`src/rtl/wb_arb_pkg.sv`:
```
// Shared types and constants for the two-master Wishbone arbiter.
package wb_arb_pkg;

    typedef enum logic [2:0] {
        ST_IDLE   = 3'd0,
        ST_GNT0   = 3'd1,
        ST_GNT1   = 3'd2,
        ST_ABORT0 = 3'd3,
        ST_ABORT1 = 3'd4
    } arb_state_e;

    localparam logic [2:0] WB_CTI_CLASSIC = 3'b000;
    localparam logic [2:0] WB_CTI_END     = 3'b111;

    typedef logic [1:0] gnt_t;

    localparam gnt_t GNT_NONE = 2'b00;
    localparam gnt_t GNT_M0   = 2'b01;
    localparam gnt_t GNT_M1   = 2'b10;

    // A master stays granted through its abort cycle, where the error is delivered.
    function automatic gnt_t state_gnt(input arb_state_e st);
        case (st)
            ST_GNT0, ST_ABORT0: return GNT_M0;
            ST_GNT1, ST_ABORT1: return GNT_M1;
            default:            return GNT_NONE;
        endcase
    endfunction

endpackage

```
`src/rtl/wb_timeout_ctr.sv`:
```
// Saturating stall counter; expire flags the last tolerated stalled cycle.
module wb_timeout_ctr #(
    parameter int unsigned TIMEOUT_CYC = 255
) (
    input  logic clk,
    input  logic rst_n,
    input  logic enable,
    input  logic clear,
    output logic expire
);

    localparam int unsigned CW = (TIMEOUT_CYC > 0) ? $clog2(TIMEOUT_CYC + 1) : 1;
    localparam logic [CW-1:0] CNT_MAX = '1;
    localparam logic [CW-1:0] CNT_LIM = CW'(TIMEOUT_CYC - 1);

    logic [CW-1:0] cnt_q;
    logic [CW-1:0] cnt_d;

    always_comb begin
        cnt_d = cnt_q;
        if (clear) begin
            cnt_d = '0;
        end else if (enable && (cnt_q != CNT_MAX)) begin
            cnt_d = cnt_q + CW'(1);
        end
    end

    always_ff @(posedge clk) begin
        if (!rst_n) begin
            cnt_q <= '0;
        end else begin
            cnt_q <= cnt_d;
        end
    end

    assign expire = (TIMEOUT_CYC != 0) && enable && (cnt_q == CNT_LIM);

endmodule

```
`src/rtl/wb_arbiter_2m.sv`:
```
// Round-robin arbiter sharing one Wishbone slave between fetch (M0) and load/store (M1),
// with cycle lock while CYC is held and a watchdog that aborts stalled slave cycles.
module wb_arbiter_2m
    import wb_arb_pkg::*;
#(
    parameter int unsigned AW          = 32,
    parameter int unsigned DW          = 32,
    parameter int unsigned TIMEOUT_CYC = 255
) (
    input  logic          clk,
    input  logic          rst,
    input  logic          m0_cyc,
    input  logic          m0_stb,
    input  logic          m0_we,
    input  logic [AW-1:0] m0_adr,
    input  logic [DW-1:0] m0_dat_o,
    input  logic [2:0]    m0_cti,
    output logic [DW-1:0] m0_dat_i,
    output logic          m0_ack,
    output logic          m0_err,
    output logic          m0_rty,
    input  logic          m1_cyc,
    input  logic          m1_stb,
    input  logic          m1_we,
    input  logic [AW-1:0] m1_adr,
    input  logic [DW-1:0] m1_dat_o,
    input  logic [2:0]    m1_cti,
    output logic [DW-1:0] m1_dat_i,
    output logic          m1_ack,
    output logic          m1_err,
    output logic          m1_rty,
    output logic          s_cyc,
    output logic          s_stb,
    output logic          s_we,
    output logic [AW-1:0] s_adr,
    output logic [DW-1:0] s_dat_o,
    output logic [2:0]    s_cti,
    input  logic [DW-1:0] s_dat_i,
    input  logic          s_ack,
    input  logic          s_err,
    input  logic          s_rty,
    output gnt_t          gnt
);

    arb_state_e state_q, state_d;
    logic       last_gnt_q, last_gnt_d;   // 1: M1 was granted most recently
    logic       s_term;
    logic       wdog_en;
    logic       wdog_clr;
    logic       wdog_expire;

    assign s_term   = s_ack | s_err | s_rty;
    assign wdog_en  = ((state_q == ST_GNT0) || (state_q == ST_GNT1)) && s_cyc && s_stb && !s_term;
    assign wdog_clr = s_term || (state_d != state_q);

    wb_timeout_ctr #(
        .TIMEOUT_CYC (TIMEOUT_CYC)
    ) u_wdog (
        .clk    (clk),
        .rst_n  (rst),
        .enable (wdog_en),
        .clear  (wdog_clr),
        .expire (wdog_expire)
    );

    // Next state: grant held while the owner keeps CYC; handover goes straight to the waiter.
    always_comb begin
        state_d    = state_q;
        last_gnt_d = last_gnt_q;
        case (state_q)
            ST_IDLE: begin
                if (m0_cyc && (!m1_cyc || last_gnt_q)) begin
                    state_d    = ST_GNT0;
                    last_gnt_d = 1'b0;
                end else if (m1_cyc) begin
                    state_d    = ST_GNT1;
                    last_gnt_d = 1'b1;
                end
            end
            ST_GNT0: begin
                if (!m0_cyc) begin
                    if (m1_cyc) begin
                        state_d    = ST_GNT1;
                        last_gnt_d = 1'b1;
                    end else begin
                        state_d = ST_IDLE;
                    end
                end else if (wdog_expire) begin
                    state_d = ST_ABORT0;
                end
            end
            ST_GNT1: begin
                if (!m1_cyc) begin
                    if (m0_cyc) begin
                        state_d    = ST_GNT0;
                        last_gnt_d = 1'b0;
                    end else begin
                        state_d = ST_IDLE;
                    end
                end else if (wdog_expire) begin
                    state_d = ST_ABORT1;
                end
            end
            default: state_d = ST_IDLE;
        endcase
    end

    always_ff @(posedge clk) begin
        if (!rst) begin
            state_q    <= ST_IDLE;
            last_gnt_q <= 1'b1;
        end else begin
            state_q    <= state_d;
            last_gnt_q <= last_gnt_d;
        end
    end

    // Bus steering from the current state; abort cycles hide the slave and raise err.
    always_comb begin
        s_cyc    = 1'b0;
        s_stb    = 1'b0;
        s_we     = 1'b0;
        s_adr    = '0;
        s_dat_o  = '0;
        s_cti    = WB_CTI_CLASSIC;
        m0_dat_i = '0;
        m0_ack   = 1'b0;
        m0_err   = 1'b0;
        m0_rty   = 1'b0;
        m1_dat_i = '0;
        m1_ack   = 1'b0;
        m1_err   = 1'b0;
        m1_rty   = 1'b0;
        case (state_q)
            ST_GNT0: begin
                s_cyc    = m0_cyc;
                s_stb    = m0_stb;
                s_we     = m0_we;
                s_adr    = m0_adr;
                s_dat_o  = m0_dat_o;
                s_cti    = m0_cti;
                m0_dat_i = s_dat_i;
                m0_ack   = s_ack;
                m0_err   = s_err;
                m0_rty   = s_rty;
            end
            ST_GNT1: begin
                s_cyc    = m1_cyc;
                s_stb    = m1_stb;
                s_we     = m1_we;
                s_adr    = m1_adr;
                s_dat_o  = m1_dat_o;
                s_cti    = m1_cti;
                m1_dat_i = s_dat_i;
                m1_ack   = s_ack;
                m1_err   = s_err;
                m1_rty   = s_rty;
            end
            ST_ABORT0: m0_err = 1'b1;
            ST_ABORT1: m1_err = 1'b1;
            default: ;
        endcase
    end

    assign gnt = state_gnt(state_q);

endmodule
```
`config.mk`:
```
export PLATFORM = sky130hd
export DESIGN_NAME = wb_arbiter_2m
export DESIGN_NICKNAME = d
export VERILOG_FILES = /design/src/rtl/wb_arb_pkg.sv /design/src/rtl/wb_timeout_ctr.sv /design/src/rtl/wb_arbiter_2m.sv
export SDC_FILE = /design/constraint.sdc
export NUM_CORES = 1
export LEC_CHECK = 0
export ABC_AREA = 1
export CORE_AREA = 3 3 123 125
export DETAILED_ROUTE_END_ITERATION = 6
export DIE_AREA = 0 0 126 128
export GPL_ROUTABILITY_DRIVEN = 1
export GPL_TIMING_DRIVEN = 0
export PLACE_DENSITY = 0.52
export SYNTH_ARGS = -nofsm -noshare
export SYNTH_HDL_FRONTEND = slang
export SYNTH_HIERARCHICAL = 1
export SYNTH_SLANG_ARGS = --single-unit
```
`constraint.sdc`:
```
create_clock -name clk -period 2.97 [get_ports clk]
set_input_delay 0.594 -clock clk [delete_from_list [all_inputs] [get_ports clk]]
set_output_delay 0.594 -clock clk [all_outputs]
set_load 0.005 [all_outputs]
```
* Word level (Yosys, flattened, before mapping)
Index checks and enable logic that the tools add are counted.
** Word-level totals
- Register bits :: 12
- Output and inout port bits :: 142
- Word-level logic and storage cells :: 64
** Cells by class
- $add $sub $neg :: 1
- Equality and inequality tests :: 10
- Multiplexer cells :: 30
- Bitwise logic cells :: 3
- Reduce and logical (&&, ||, !) cells :: 17
** Operator list (number)
- $pmux 32 s2 :: 2
- $mux 32 :: 2
- $mux 3 :: 6
- $mux 1 :: 10
- $pmux 1 s2 :: 5
- $pmux 3 s3 :: 1
- $add 8x1->8 const B :: 1
- $eq 8x8->1 const B :: 1
- $ne 8x8->1 const B :: 1
- $eq 3x2->1 const B :: 2
- $logic_and 1x1->1 :: 6
- $ne 2x2->1 const B :: 3
- $pmux 3 s2 :: 1
- $reduce_or 2->1 :: 3
- $pmux 2 s2 :: 1
- $reduce_and 4->1 :: 1
- $eq 3x1->1 const B :: 1
- $eq 3x3->1 const B :: 1
- $logic_not 3->1 :: 1
- $logic_or 1x1->1 :: 3
- $ne 3x3->1 :: 1
- $pmux 1 s3 :: 1
- $reduce_bool 3->1 :: 1
- $logic_not 1->1 :: 2
- 3 further kinds :: 4

* Logic depth before layout (Yosys ltp)
Gate-level depths: netlist (run 1).
- Depth after elaboration :: 12
- Mapped depth :: 20
- Mapped depth without buffers :: 19

* By module
The synthesis (run 1) kept the hierarchy.
** By module, submodules not included
- wb_arbiter_2m :: times used 1, cells each 264, area an instance 1478.9 um^2
- wb_timeout_ctr :: times used 1, cells each 66, area an instance 441.7 um^2

* Worst setup path after synthesis (run 1)
Ideal clock, no wire load.
- Path kind :: register to register
- Start :: reg state_q[1]
- End :: reg u_wdog.cnt_q[0]
- Library setup time :: 0.065 ns
- Data arrival time :: 2.633 ns
- Required time :: 2.905 ns
- Setup slack :: 0.272 ns
- Stages on the path, launching flop included :: 19
- Path buffers :: 2
- Clock period less this slack :: 2.698 ns
- Path through :: dfxtp_1 > buf_2 > nor3_4 > buf_2 > nand2_1 > nand2_1 > and3_1 > nand2_1 > nor4_1 > nor2_1 > nor2_1 > nand2_1 > nand3_1 > nor2_1 > nor2_1 > nand2_1 > nor2_1 > o21ai_0 > nor2_1
** RTL lines
- start, declared :: line wb_arbiter_2m.sv:45 : arb_state_e state_q, state_d;
- start signal, assigned :: line wb_arbiter_2m.sv:113 : state_q <= state_d;
- $eq 3x2->1 / $eq 3x1->1 (equally long branches) :: line wb_arbiter_2m.sv:134 : case (state_q)
- $pmux 1 s2 * :: line wb_arbiter_2m.sv:134
- net s_stb :: line wb_arbiter_2m.sv:33 : output logic s_stb,
- $logic_and 1x1->1 * (2 in a row) :: line wb_arbiter_2m.sv:53 : assign wdog_en = ((state_q == ST_GNT0) || (state_q == ST_GNT1)) && s_cyc && s_stb && !s_term;
- net wdog_en :: line wb_arbiter_2m.sv:48 : logic wdog_en;
- $logic_and 1x1->1 * :: line wb_timeout_ctr.sv:36 : assign expire = (TIMEOUT_CYC != 0) && enable && (cnt_q == CNT_LIM);
- net wdog_expire :: line wb_arbiter_2m.sv:50 : logic wdog_expire;
- $mux 3 (on tied branches) :: line wb_arbiter_2m.sv:100, wb_arbiter_2m.sv:88
- $mux 3 (on tied branches) :: line wb_arbiter_2m.sv:93, wb_arbiter_2m.sv:81
- $pmux 3 s3 * :: line wb_arbiter_2m.sv:70 : case (state_q)
- $ne 3x3->1 * :: line wb_arbiter_2m.sv:54 : assign wdog_clr = s_term || (state_d != state_q);
- $logic_or 1x1->1 * :: line wb_arbiter_2m.sv:54
- net wdog_clr :: line wb_arbiter_2m.sv:49 : logic wdog_clr;
- $reduce_or 2->1 (no source line) *
- end signal, assigned :: line wb_timeout_ctr.sv:32 : cnt_q <= cnt_d;
- end, declared :: line wb_timeout_ctr.sv:16 : logic [CW-1:0] cnt_q;
Mark *: on every way through the listed nets, which the timed path passes. The rest lies on a longest branch.
A chain may end at the register's enable or synchronous reset.

* Worst setup path after layout (run 1)
- Start :: reg state_q[0]
- End :: out s_cti[2]
** Between the ends
- Longest elaborated chain between the ends :: 2
** RTL lines
- $eq 3x2->1 / $eq 3x1->1 (equally long branches) :: line wb_arbiter_2m.sv:134
- $pmux 3 s2 * :: line wb_arbiter_2m.sv:134
- end, declared :: line wb_arbiter_2m.sv:37 : output logic [2:0] s_cti,
Mark *: on every way between the ends. The rest lies on a longest branch, timed or not.

==> out/qor.csv, run 1 <==
stage,metric,value,unit
power_and_ir_drop,Int Pwr,0.001012,W
power_and_ir_drop,Flop pwr share,0.118,
critical_path,reg-to-reg critical path startpoint,state_q[0],
clock_tree,clk sinks,12,
route,Iteration-0 DRC Markers,152,
grt,largest net degree at the start of global routing,11,
finish,# fillers,1444,
floorplanning,height of the die,128,um
timing,final worst-path cycle share,0.9496,
clock_tree,clk slew on worst S/H paths,0.04,ns
clock_tree,TritonCTS Buffers,3,
floorplanning,Site Rows,43,
placed_design,Post-DP HPWL,12840,um
clock_tree,CTS H-tree lvls,1,
timing,"Setup violations, final",0,
floorplanning,Die X-Extent,126,um
finish,Final nets,841,
synth,yosys warns,6,
grt,GRT Resource Usage Total,0.1647,
timing,Slew Limit Fails,0,
min_path,Hold Crit Endpoint,last_gnt_q,
outcome,status,"finished, final reports clean",
critical_path,critical path class,reg -> out,
route,WL final,14690,um
synth,Synth Cell Area,1921,um^2
power_and_ir_drop,Psw,0.0004579,W
finish,Ant. Diodes,0,
floorplanning,die area,16130,um^2
power_and_ir_drop,Leak Pwr,2.311,nW
timing,Max Freq,354.6,MHz
critical_path,Critical Path Sink Type,primary output,
synth,largest area contributor in the netlist,a22o_1,
flow_run,number of max-cap violations,0,
critical_path,Reg2Reg Setup Slack,0.31,ns
timing,Layout Skew,0.002295,ns
placed_design,routability cong.,0.9024,
grt,vias in the first global route,3420,
floorplanning,I/O pin count,319,
synth,Synthesized Nets,509,
synth,Cells after Synth,330,
power_and_ir_drop,worst-case vdd ir drop,0.1576,mV
timing,Slew @ Worst Pin,0.5836,ns
critical_path,Critical Path RT,2.38,ns
power_and_ir_drop,Comb pwr share,0.720,
synth,top-count cell post-synth,nor2_1,
synth,synthesized flop and latch total,12,
timing,Slew HR,0.6110,
power_and_ir_drop,power density over cell area,264.5,nW/um^2
grt,first-pass GRT wire length,20910,um
grt,global route total overflow,0,
synth,top cells by instance count after synthesis,"nor2_1 (95), a22o_1 (68), inv_1 (47)",
power_and_ir_drop,clock share of power,0.162,
clock_tree,CTS tree,yes,
route,ANT nets after route,0,
floorplanning,CORE AREA,13990,um^2
clock_tree,# hold bufs at CTS,0,
synth,Syn Area/Cell,5.820,um^2
critical_path,CP max FO,10,
synth,distinct cell type count after synthesis,29,
synth,sequential share of the synthesized area,0.1251,
timing,"Hold Vio Cnt, Final",0,
min_path,HP Start,last_gnt_q,
clock_tree,CTS root buf,clkbuf_16,
synth,top-area cell type share of the netlist area,0.3101,
placed_design,I/O Buffers,318,
route,via count,3471,
critical_path,startpoint types,flip-flop,
power_and_ir_drop,"Power, Total",0.001470,W
route,DR pass1 iterations,4,
power_and_ir_drop,Switching Share,0.3116,
synth,ys async rst share,0,
timing,hold_ws,0.5236,ns
grt,initial antenna violation count,0,
finish,area delta synth->final,189.3,%
clock_tree,Worst-Skew Late Latency,0.24,ns
route,via/cell ratio,4.132,
route,WL/cell,17.49,um
finish,share of cells above drive strength 1,0.07424,
critical_path,R2R depth,18,
min_path,HP Class,reg -> reg,
synth,"Top FF cell, synth",dfxtp_1,
route,DRC viols,0,
min_path,hold path depth,2,
synth,main area contributors after synthesis,"a22o_1 (31%), nor2_1 (19%), dfxtp_1 (13%), inv_1 (9.2%), nand2_1 (6.8%)",
critical_path,crit path from,state_q[0],
floorplanning,Starting Density,0.1373,
critical_path,Crit path arrival time,2.23,ns
timing,time the worst path needs with I/O delays and setup,2.820,ns
synth,Post-synth EDFFs,0,
clock_tree,deepest clock path buffer count,2,
critical_path,worst reg2reg path endpoint,u_wdog/cnt_q[2],
[how the worst max path moves through the flow]
stage | to | slack, ns | cells after the start
after floorplan | u_wdog/cnt_q[0] | 0.27 | 18
after global placement | u_wdog/cnt_q[0] | -0.90 | 18
after detailed placement | u_wdog/cnt_q[0] | -0.89 | 18
after CTS | u_wdog/cnt_q[3] | 0.02 | 18
after global routing | u_wdog/cnt_q[2] | -0.02 | 15
final | s_cti[2] | 0.15 | 6
[through the flow]
step / setup TNS, ns / instances / setup slack, ns / utilization / area (um^2)
global route: -0.03204 / 840 / -0.01517 / 0.3972 / 5557
detailed placement: -7.098 / 828 / -0.8901 / 0.3809 / 5329
finish: 0 / 840 / 0.1495 / 0.3972 / 5557
floorplan: 0 / 330 / 0.2716 / - / 1921
CTS: 0 / 835 / 0.01764 / 0.3904 / 5461
global placement: -7.103 / 828 / -0.9004 / 0.3809 / 5329
[worst max-delay path, stage by stage, from the launching register on]
cell	delay [ns]
dfxtp_4	0.38
inv_4	0.07
nor3_4	0.18
buf_4	0.16
clkbuf_1	0.46
a22o_1	0.21
clkdlybuf4s50_1	0.53
[power groups by stage]
stage	clock, W	combinational (W)	sequential (W)
after floorplan	0	0.000324	0.000173
after global placement	0	0.00103	0.000174
after detailed placement	0	0.00103	0.000174
after CTS	0.000244	0.00105	0.000172
after global routing	0.000256	0.00113	0.000174
final	0.000238	0.00106	0.000174
[flip-flops by register name, indices dropped and copies added, names as in the netlist]
name          flops
state_q           3
u_wdog/cnt_q      8
last_gnt_q        1
[what timing repair did]
action,in CTS,in global routing
setup buffers,4,5
pin swaps,3,6
setup endpoints to repair,10,34
gates resized for setup,6,25
gates cloned,0,0
[logic make-up after synthesis]
logic type,after synthesis,synth area share
flip-flops,12,0.1251
adder cells (fa/ha/maj),2,0.01303
XOR/XNOR,2,0.009122
buffers and inverters,72,0.1537
AO/OA/AOI/OAI,86,0.3616
AND/OR/NAND/NOR,156,0.3375
[layer usage]
metal / track usage / wire length [um]
met5: 0 / 0
met1: 0.1999 / 5762
met3: 0.03417 / 909
met2: 0.3045 / 7886
met4: 0.02524 / 134
[cell type report]
type,instances,area (um^2),area share
flip-flops and latches,12,244.0,0.04391
clock buffers,3,75.07,0.01351
multi-input cells,246,1444,0.2599
inverters,49,186.4,0.03355
well taps,180,225.2,0.04053
plain buffers,23,126.4,0.02274
repair buffers,327,3256,0.5859
[cell usage in the layout, fill, tap and decap left out, drive strengths merged, types with 2 or more instances in the layout]
cell / instances
clkdlybuf4s50: 316
nor2: 96
a22o: 68
inv: 49
nand2: 39
buf: 25
dfxtp: 12
nand3: 12
clkbuf: 10
o21ai: 10
a21oi: 6
nor3: 4
dlymetal6s2s: 2
ha: 2
No activity file was read; power rests on OpenSTA's default activity.
==> run 2: changes to the inputs <==
--- a/config.mk
+++ b/config.mk
@@ -6,12 +6,13 @@
 export NUM_CORES = 1
 export LEC_CHECK = 0
 export ABC_AREA = 1
+export ABC_CLOCK_PERIOD_IN_PS = 2970
 export CORE_AREA = 3 3 123 125
 export DETAILED_ROUTE_END_ITERATION = 6
 export DIE_AREA = 0 0 126 128
-export GPL_ROUTABILITY_DRIVEN = 1
 export GPL_TIMING_DRIVEN = 0
 export PLACE_DENSITY = 0.52
+export RECOVER_POWER = 25
 export SYNTH_ARGS = -nofsm -noshare
 export SYNTH_HDL_FRONTEND = slang
 export SYNTH_HIERARCHICAL = 1
==> run 2 against run 1 <==
Critical path depth unchanged. Total power down 0.40%. Worst hold slack about the same. Critical endpoint unchanged. Largest cell class unchanged. Clock power about the same. Die area unchanged. Worst setup slack about the same.
==> out/qor.csv, run 2 (synthesized netlist as in run 1, its figures left out) <==
stage,metric,value,unit
clock_tree,clk sinks,12,
floorplanning,CORE AREA,13990,um^2
clock_tree,deepest clock path buffer count,2,
floorplanning,Site Rows,43,
placed_design,Post-DP HPWL,12840,um
finish,share of cells above drive strength 1,0.07424,
timing,Layout Skew,0.002328,ns
clock_tree,TritonCTS Buffers,3,
critical_path,Crit path arrival time,2.23,ns
finish,most frequent cells in the layout,"clkdlybuf4s50_1 (307), nor2_1 (93), a22o_1 (68), inv_1 (45), nand2_1 (34)",
critical_path,Critical Path RT,2.38,ns
power_and_ir_drop,Leak Pwr,2.335,nW
outcome,status,"finished, final reports clean",
timing,Slew HR,0.6110,
floorplanning,I/O pin count,319,
power_and_ir_drop,worst-case vdd ir drop,0.1576,mV
timing,setup TNS,0,ns
timing,"Hold Vio Cnt, Final",0,
timing,"Setup violations, final",0,
critical_path,Critical Path Sink Type,primary output,
power_and_ir_drop,power density over cell area,263.4,nW/um^2
clock_tree,clk slew on worst S/H paths,0.04,ns
route,Iteration-0 DRC Markers,152,
timing,Slew Limit Fails,0,
floorplanning,die area,16130,um^2
min_path,HP Class,reg -> reg,
route,WL final,14690,um
grt,GRT Resource Usage Total,0.1647,
placed_design,DP Worst Slack,-0.8901,ns
finish,top flop regs,"u_wdog/cnt_q x8, state_q x3, last_gnt_q x1",
grt,initial antenna violation count,0,
route,ANT nets after route,0,
clock_tree,CTS root buf,clkbuf_16,
grt,global route total overflow,0,
clock_tree,Worst-Skew Late Latency,0.24,ns
grt,vias in the first global route,3420,
finish,"most common cell after layout, fill and taps aside",clkdlybuf4s50_1,
finish,Largest Register,u_wdog/cnt_q,
route,DR pass1 iterations,4,
route,via/cell ratio,4.132,
timing,PnR worst setup slack,0.1496,ns
route,via count,3471,
finish,Ant. Diodes,0,
critical_path,critical path class,reg -> out,
grt,largest net degree at the start of global routing,11,
critical_path,startpoint types,flip-flop,
placed_design,I/O Buffers,318,
finish,area delta synth->final,189.3,%
grt,first-pass GRT wire length,20910,um
timing,final worst-path cycle share,0.9496,
route,WL/cell,17.49,um
critical_path,CP max FO,10,
finish,Final nets,841,
floorplanning,height of the die,128,um
floorplanning,Starting Density,0.1373,
route,DRC viols,0,
clock_tree,# hold bufs at CTS,0,
flow_run,number of max-cap violations,0,
timing,time the worst path needs with I/O delays and setup,2.820,ns
timing,Max Freq,354.6,MHz
timing,Slew @ Worst Pin,0.5836,ns
finish,Largest register FFs,8,
clock_tree,CTS H-tree lvls,1,
finish,Final Util,0.3972,
floorplanning,Die X-Extent,126,um
clock_tree,CTS tree,yes,
placed_design,routability cong.,0.9024,
==> run 2: changes by cell type in the layout (fill, tap and decap cells not counted), sizes merged <==
cell	previous run	this run
dlygate4sd3	0	9
clkbuf	10	11
clkdlybuf4s50	316	307
buf	25	24
==> run 2: worst paths after layout <==
kind	from	end	slack, ns	cells after the start
worst max-delay path	state_q[0]	s_cti[2]	0.15	6
worst max register to register	state_q[0]	u_wdog/cnt_q[2]	0.28	18
worst min register to register	last_gnt_q	last_gnt_q	0.52	2
worst min-delay path	last_gnt_q	last_gnt_q	0.52	2
==> run 2: power breakdown <==
part           total [W]  internal, W  switching, W
clock           0.000238     0.000175     0.0000629
combinational    0.00105     0.000664      0.000388
sequential      0.000174     0.000168    0.00000601
==> run 2: worst max-delay path, cell delays in order, from the launching register on <==
cell and delay (ns):
dfxtp_4 0.38, inv_4 0.07, nor3_4 0.18, buf_4 0.16, clkbuf_1 0.46, a22o_1 0.21
clkdlybuf4s50_1 0.53
==> run 2: cell type report <==
| class | instances | area (um^2) |
|---|---|---|
| Fill cell | 1444 | 8432 |
| Timing Repair Buffer | 327 | 3256 |
| Multi-Input combinational cell | 246 | 1444 |
| Sequential cell | 12 | 244.0 |
| Tap cell | 180 | 225.2 |
| Inverter | 49 | 186.4 |
| Buffer | 23 | 126.4 |
| Clock buffer | 3 | 75.07 |
==> run 2: routing by layer <==
metal	track usage	vias to the layer above	wire, um
met3	0.03417	10	911
met2	0.3045	131	7881
li1	-	1766	-
met4	0.02524	0	134
met1	0.1999	1564	5760
met5	0	-	0
==> run 2: what timing repair did <==
action	4_1_cts	5_1_grt
endpoints found under the setup margin	10	34
pin swaps	3	6
setup buffers	4	5
resized for setup	6	25
==> run 2: stage by stage <==
step	power [W]	area (um^2)	instances	hold slack [ns]
3_3_place_gp	0.001200	5329	828	0.4950
5_1_grt	0.001557	5557	840	0.5530
2_1_floorplan	0.0004968	1921	330	0.4777
6_report	0.001464	5557	840	0.5236
3_5_place_dp	0.001205	5329	828	0.5116
4_1_cts	0.001463	5461	835	0.5243
